### src/rtl/spi_pkg.sv
// Shared types for the SPI master peripheral.
//   reg_idx_e : register index decoded from the bus address
//   state_e   : transfer FSM states
//   control_t : CONTROL register layout
//   status_t  : STATUS register layout (low nibble of the read word)
package spi_pkg;

    localparam int DIV_W = 16;

    typedef enum logic [1:0] {
        REG_CONTROL = 2'd0,
        REG_TX      = 2'd1,
        REG_RX      = 2'd2,
        REG_STATUS  = 2'd3
    } reg_idx_e;

    typedef enum logic [1:0] {
        S_IDLE,
        S_LEAD,
        S_SHIFT,
        S_TRAIL
    } state_e;

    typedef struct packed {
        logic [DIV_W-1:0] divider;
        logic [11:0]      reserved;
        logic             loopback;
        logic             int_en;
        logic             cpha;
        logic             cpol;
    } control_t;

    typedef struct packed {
        logic done;
        logic overrun;
        logic rx_valid;
        logic busy;
    } status_t;

endpackage

### src/rtl/spi_sclk_generator.sv
// Half-period timer and SCLK register for the SPI master.
//   clk_i, rst_i      : system clock, asynchronous active-high reset
//   enable            : transfer in progress; counter held at 0 when low
//   shift             : SCLK may toggle at half-period ends (SHIFT phase)
//   cpol              : idle level of SCLK
//   divider           : half-period = divider+1 clk_i cycles
//   sclk              : serial clock register
//   half_period_tick  : last cycle of the current half-period
//   lead_edge         : tick on which SCLK leaves its idle level
//   trail_edge        : tick on which SCLK returns to its idle level
module spi_sclk_generator
    import spi_pkg::*;
(
    input  logic             clk_i,
    input  logic             rst_i,
    input  logic             enable,
    input  logic             shift,
    input  logic             cpol,
    input  logic [DIV_W-1:0] divider,
    output logic             sclk,
    output logic             half_period_tick,
    output logic             lead_edge,
    output logic             trail_edge
);

    logic [DIV_W-1:0] div_cnt;

    assign half_period_tick = enable && (div_cnt == divider);
    // CPOL cannot change mid-transfer, so the current level tells the edge type.
    assign lead_edge  = half_period_tick && shift && (sclk == cpol);
    assign trail_edge = half_period_tick && shift && (sclk != cpol);

    always_ff @(posedge clk_i or posedge rst_i) begin
        if (rst_i) begin
            div_cnt <= '0;
            sclk    <= 1'b0;
        end else if (!enable) begin
            div_cnt <= '0;
            sclk    <= cpol;
        end else begin
            div_cnt <= half_period_tick ? '0 : div_cnt + 1'b1;
            if (half_period_tick && shift)
                sclk <= ~sclk;
        end
    end

endmodule

### src/rtl/spi_master.sv
// Memory-mapped SPI master (one interconnect slave slot).
//   clk_i, rst_i                  : system clock, asynchronous active-high reset
//   write_i/_address_i/_data_i    : write request; write_done_o/write_error_o pulse 1 cycle later
//   read_i/_address_i             : read request; read_data_o + read_done_o 1 cycle later
//   read_error_o                  : tied 0
//   spi_sclk_o/mosi_o/cs_n_o      : SPI pins; spi_miso_i is synchronised by two flops
//   interrupt_o                   : INT_EN & DONE, registered level
// Build option: define SPI_MASTER_LOOPBACK_EN to add CONTROL[3] LOOPBACK
// (sampler takes internal MOSI); otherwise CONTROL[3] reads 0.
module spi_master
    import spi_pkg::*;
#(
    parameter int FRAME_BITS    = 8,
    parameter int DIVIDER_RESET = 49
) (
    input  logic        clk_i,
    input  logic        rst_i,
    input  logic        write_i,
    input  logic [1:0]  write_address_i,
    input  logic [31:0] write_data_i,
    output logic        write_done_o,
    output logic        write_error_o,
    input  logic        read_i,
    input  logic [1:0]  read_address_i,
    output logic [31:0] read_data_o,
    output logic        read_done_o,
    output logic        read_error_o,
    output logic        spi_sclk_o,
    output logic        spi_mosi_o,
    input  logic        spi_miso_i,
    output logic        spi_cs_n_o,
    output logic        interrupt_o
);

    localparam int HW = $clog2(2 * FRAME_BITS);

    state_e                state;
    control_t              ctrl;
    status_t               st;
    logic                  rx_valid, overrun, done;
    logic [FRAME_BITS-1:0] tx_shreg, rx_shreg, rx_reg;
    logic [HW-1:0]         half_cnt;
    logic                  miso_p0, miso_p1, miso_bit;
    logic                  busy, tick, lead_edge, trail_edge;
    logic                  sample, shift_out, complete;
    logic                  wr_err, wr_ok, tx_start;
    reg_idx_e              waddr, raddr;
    logic                  unused_wdata;

    assign waddr        = reg_idx_e'(write_address_i);
    assign raddr        = reg_idx_e'(read_address_i);
    assign busy         = (state != S_IDLE);
    assign read_error_o = 1'b0;
    assign spi_mosi_o   = tx_shreg[FRAME_BITS-1];
    assign unused_wdata = ^write_data_i;

    assign wr_err   = write_i && ((waddr == REG_RX) ||
                                  (busy && (waddr == REG_TX || waddr == REG_CONTROL)));
    assign wr_ok    = write_i && !wr_err;
    assign tx_start = wr_ok && (waddr == REG_TX);
    assign complete = (state == S_TRAIL) && tick;

    // MSB is already on MOSI from LEAD, so CPHA=1 skips the first leading shift.
    assign sample    = ctrl.cpha ? trail_edge : lead_edge;
    assign shift_out = ctrl.cpha ? (lead_edge && half_cnt != '0) : trail_edge;

`ifdef SPI_MASTER_LOOPBACK_EN
    assign miso_bit = ctrl.loopback ? tx_shreg[FRAME_BITS-1] : miso_p1;
`else
    assign miso_bit = miso_p1;
`endif

    assign st = '{done: done, overrun: overrun, rx_valid: rx_valid, busy: busy};

    spi_sclk_generator u_sclk (
        .clk_i            (clk_i),
        .rst_i            (rst_i),
        .enable           (busy),
        .shift            (state == S_SHIFT),
        .cpol             (ctrl.cpol),
        .divider          (ctrl.divider),
        .sclk             (spi_sclk_o),
        .half_period_tick (tick),
        .lead_edge        (lead_edge),
        .trail_edge       (trail_edge)
    );

    // Transfer FSM
    always_ff @(posedge clk_i or posedge rst_i) begin
        if (rst_i) begin
            state      <= S_IDLE;
            spi_cs_n_o <= 1'b1;
            tx_shreg   <= '0;
            half_cnt   <= '0;
        end else begin
            case (state)
                S_IDLE: begin
                    if (tx_start) begin
                        state      <= S_LEAD;
                        spi_cs_n_o <= 1'b0;
                        tx_shreg   <= write_data_i[FRAME_BITS-1:0];
                        half_cnt   <= '0;
                    end
                end
                S_LEAD: begin
                    if (tick)
                        state <= S_SHIFT;
                end
                S_SHIFT: begin
                    if (shift_out)
                        tx_shreg <= {tx_shreg[FRAME_BITS-2:0], 1'b0};
                    if (tick) begin
                        half_cnt <= half_cnt + 1'b1;
                        if (half_cnt == HW'(2 * FRAME_BITS - 1))
                            state <= S_TRAIL;
                    end
                end
                S_TRAIL: begin
                    if (tick) begin
                        state      <= S_IDLE;
                        spi_cs_n_o <= 1'b1;
                        tx_shreg   <= '0;
                    end
                end
                default: state <= S_IDLE;
            endcase
        end
    end

    // MISO synchroniser and receive shift register
    always_ff @(posedge clk_i) begin
        miso_p0 <= spi_miso_i;
        miso_p1 <= miso_p0;
        if (sample)
            rx_shreg <= {rx_shreg[FRAME_BITS-2:0], miso_bit};
    end

    // Register file and bus responses
    always_ff @(posedge clk_i or posedge rst_i) begin
        if (rst_i) begin
            ctrl          <= '{divider: DIV_W'(DIVIDER_RESET), default: '0};
            rx_valid      <= 1'b0;
            overrun       <= 1'b0;
            done          <= 1'b0;
            rx_reg        <= '0;
            read_data_o   <= '0;
            read_done_o   <= 1'b0;
            write_done_o  <= 1'b0;
            write_error_o <= 1'b0;
            interrupt_o   <= 1'b0;
        end else begin
            write_done_o  <= wr_ok;
            write_error_o <= wr_err;
            read_done_o   <= read_i;
            interrupt_o   <= ctrl.int_en & done;

            if (wr_ok && waddr == REG_CONTROL) begin
                ctrl.cpol    <= write_data_i[0];
                ctrl.cpha    <= write_data_i[1];
                ctrl.int_en  <= write_data_i[2];
                ctrl.divider <= write_data_i[31:16];
`ifdef SPI_MASTER_LOOPBACK_EN
                ctrl.loopback <= write_data_i[3];
`endif
            end

            if (wr_ok && waddr == REG_STATUS) begin
                if (write_data_i[1]) rx_valid <= 1'b0;
                if (write_data_i[2]) overrun  <= 1'b0;
                if (write_data_i[3]) done     <= 1'b0;
            end

            if (read_i) begin
                case (raddr)
                    REG_CONTROL: read_data_o <= 32'(ctrl);
                    REG_RX: begin
                        read_data_o <= 32'(rx_reg);
                        rx_valid    <= 1'b0;
                    end
                    REG_STATUS:  read_data_o <= 32'(st);
                    default:     read_data_o <= '0;
                endcase
            end

            // Completion is assigned last so it wins over same-cycle clears.
            if (complete) begin
                rx_reg   <= rx_shreg;
                done     <= 1'b1;
                rx_valid <= 1'b1;
                if (rx_valid)
                    overrun <= 1'b1;
            end
        end
    end

endmodule
### config.mk
export PLATFORM = sky130hd
export DESIGN_NAME = spi_master
export DESIGN_NICKNAME = d
export VERILOG_FILES = /design/src/rtl/spi_pkg.sv /design/src/rtl/spi_sclk_generator.sv /design/src/rtl/spi_master.sv
export SDC_FILE = /design/constraint.sdc
export NUM_CORES = 1
export LEC_CHECK = 0
export CAP_MARGIN = 40
export CORE_AREA = 10 10 109 111
export CTS_BUF_LIST = sky130_fd_sc_hd__clkbuf_4 sky130_fd_sc_hd__clkbuf_8
export DETAILED_ROUTE_END_ITERATION = 12
export DIE_AREA = 0 0 119 121
export PLACE_DENSITY = 0.76
export SYNTH_ARGS = -nofsm -noshare
export SYNTH_HDL_FRONTEND = slang
export SYNTH_SLANG_ARGS = --single-unit
### constraint.sdc
create_clock -name clk_i -period 3.1 [get_ports clk_i]
set_clock_uncertainty 0.1 [all_clocks]
set_input_delay 0.62 -clock clk_i [delete_from_list [all_inputs] [get_ports clk_i]]
set_output_delay 0.62 -clock clk_i [all_outputs]
set_load 0.01 [all_outputs]
==> results.py <==
metrics = {
    "yosys": {
        "ys.flop_type": "dfrtp_1",
        "synth.distinct_cells": 53,
        "synthCells": 377,
        "yosysWarnings": 13,
        "netlist_area_sq_um": 4610,
        "synth_top_area_share_pct": 46.7,
        "synth_seq_cells": 100,
        "synthArstFlopShare_pct": 90.0,
        "synth_edf_count": 8,
        "yosysSeqAreaShare_pct": 55.0,
        "yosys.area.top_type": "dfrtp_1",
        "yosysMostFrequentCell": "dfrtp_1",
        "avgSynthCellArea_sq_um": 12.2,
        "synth_area_leaders": "dfrtp_1 47%, mux2_2 5.6%, edfxtp_1 5.2%",
        "netlist_top_cells_count": "86 x dfrtp_1, 33 x nor2_1, 25 x xor2_1, 24 x nand2_1, 23 x mux2_2",
    },
    "cells_and_area": {
        "top_regs": "read_data_o: 24 flops, ctrl: 19 flops, u_sclk.div_cnt: 16 flops",
        "layout-drive-gt1-share_pct": 17.4,
        "nFillCells": 815,
        "syn2layout_area_growth_pct": 21.4,
        "antennaDiodeCount": 0,
        "largest_register_ffs": 24,
        "multiInputGateArea_sq_um": 1940,
        "final_nets": 497,
        "regMostFlops": "read_data_o",
        "design_area_sq_um": 5600,
        "seqCellArea_sq_um": 2540,
    },
    "min_path": {
        "hp-start": "miso_p0$_DFF_P_",
        "hold_depth": 0,
        "min_to": "miso_bit$_DFF_P_",
        "hp-class": "flip-flop to flip-flop",
    },
    "die": {
        "rows": 36,
        "start_util_pct": 47.8,
        "die_h_um": 121,
        "core_area_sq_um": 9640,
        "die-width_um": 119,
        "die_area_sq_um": 14400,
        "ios": 81,
    },
    "clock_network": {
        "tritoncts": "done",
        "clock_latency_ns": 0.37,
        "post_cts_buffers": 0,
        "path_clk_slew_ns": 0.10,
        "cts_sinks": 100,
        "cts-root-buf": "clkbuf_8",
        "clockBufferDepth": 2,
        "cts_buffers": 9,
        "cts_resized": 0,
        "cts-hold-fix-buffers": 0,
        "htree_levels": 3,
    },
    "timing": {
        "setup_viol": 0,
        "fmax_ghz": 0.377,
        "rsz0062_at_grt": "no",
        "slew_violations": 0,
        "fin_crit_ns": 2.65,
        "finalCritPeriodShare_pct": 85.6,
        "fin_setup_tns_ns": 0,
        "hold_viol_final": 0,
        "tightest_slew_ns": 0.663,
        "holdWs_ns": 0.236,
        "maxSlewHeadroom_pct": 55.8,
        "setup_slack_ns": 0.446,
    },
    "global_routing": {
        "globalRouteMet1Util_pct": 18.1,
        "antenna_found_initial": 0,
        "busiest_layer": "met2",
        "grt_pass1_vias": 3341,
        "grt_max_degree": 49,
        "grt_usage_pct": 14.7,
        "grt_pass1_wl_um": 17300,
        "met2_usage_pct": 24.2,
        "met3_usage_pct": 4.65,
        "gr-total-overflow": 0,
    },
    "critical_path": {
        "rr_endpoint": "tx_shreg[6]$_DFFE_PP0P_",
        "reg2reg_from": "state[0]$_DFFE_PP0P_",
        "path_class": "flip-flop to flip-flop",
        "arrival_ns": 2.81,
        "reg2reg_depth": 7,
        "r2r_slack_ns": 0.45,
        "crit_path_max_fanout": 10,
        "critPathLaunchType": "flip-flop",
        "required_ns": 3.26,
        "endpoint_kind": "flip-flop",
    },
    "pwr": {
        "p_leak_nw": 2.49,
        "peakVddDrop_v": 0.000327,
        "finalPower_mw": 4.31,
        "p_per_area_nw_per_um2": 769,
    },
    "detailed_routing": {
        "via_count": 3113,
        "drt_first_pass_iters": 4,
        "postRouteWirelength_um": 10300,
        "drtAntennaViolNets": 0,
        "routedWlPerCell_um": 17.6,
        "drc": 0,
        "viasPerCell": 5.31,
        "drt-initial-drc-count": 258,
    },
    "job": {
        "timing.max_cap.violations": 0,
    },
    "place": {
        "dp_hpwl_um": 7550,
        "port_buffers": 63,
        "place_congestion": 0.872,
        "dp_slack_ns": 0.300,
        "place_area_sq_um": 5410,
    },
    "run_status": {
        "status": "finished, final reports clean",
    },
}
area by class of cell:
class	instances	area share (%)
clock buffer	10	2.46
clock inverter	6	1.01
inverter	12	0.827
multi-input combinational	252	34.6
sequential	100	45.3
tap	133	2.97
timing repair buffer	73	12.8
cell families (layout without fill, tap and decap cells):
group           count (synthesis)  after routing  synth area share (%)
mux                            39             39                  10.5
buf+inv                        33            101                  3.74
flops                         100            100                  55.0
simple gates                  109            109                  13.0
xor+xnor                       32             32                  6.08
fa+ha+maj                       8              8                  2.17
other cells                     1              9                0.0813
compound gates                 55             55                  9.44
cells in the final DEF, fill, tap and decap left out, drive strengths merged, types with 5 or more instances in the layout:
master	count
conb	9
clkbuf	10
nand3	9
clkdlybuf4s50	63
ha	8
o2bb2ai	5
xnor2	7
nor2	33
buf	10
mux2	36
nand4	6
nor4	5
a22o	21
dfrtp	86
nand2	25
xor2	25
inv	12
and3	6
edfxtp	8
o21ai	6
nor3	6
clkinv	5
worst max-delay path by stage:
stage	startpoint	endpoint	slack (ns)	depth (start not counted)
final	state[0]$_DFFE_PP0P_	tx_shreg[6]$_DFFE_PP0P_	0.45	7
after global routing	state[0]$_DFFE_PP0P_	tx_shreg[3]$_DFFE_PP0P_	0.22	7
after CTS	state[0]$_DFFE_PP0P_	tx_shreg[6]$_DFFE_PP0P_	0.48	7
after detailed placement	write_address_i[0]	tx_shreg[6]$_DFFE_PP0P_	0.30	6
after global placement	write_address_i[0]	tx_shreg[6]$_DFFE_PP0P_	0.34	6
after floorplan	rst_i	ctrl[0]$_DFFE_PP0P_	0.05	1
per-layer routing:
layer  vias to the layer above  share of wire, %  routed length, um
li1                       1477                 -                  -
met5                         -                 0                  0
met1                      1536                44               4570
met3                        14               5.5                564
met4                         0               1.6                163
met2                        86                48               4990
report_power, final:
part           total, mW  switching, mW  internal (mW)
Combinational       1.56          0.787          0.772
Clock              0.809          0.478          0.331
Sequential          1.94          0.300           1.64
stage by stage:
step / utilization, % / std cells
floorplan: - / 385
global placement: 56.1 / 570
detailed placement: 56.1 / 570
CTS: 58.1 / 586
global route: 58.1 / 586
finish: 58.1 / 586
critical path, cell delays in order, from the launching register on:
cell and delay [ns]:
dfrtp_1 0.42, inv_1 0.14, ha_1 0.39, clkinv_1 0.35, nand2_1 0.15, o311ai_1 0.14
nor3_4 0.51, mux2_4 0.35
No activity file was read; power rests on OpenSTA's default activity.
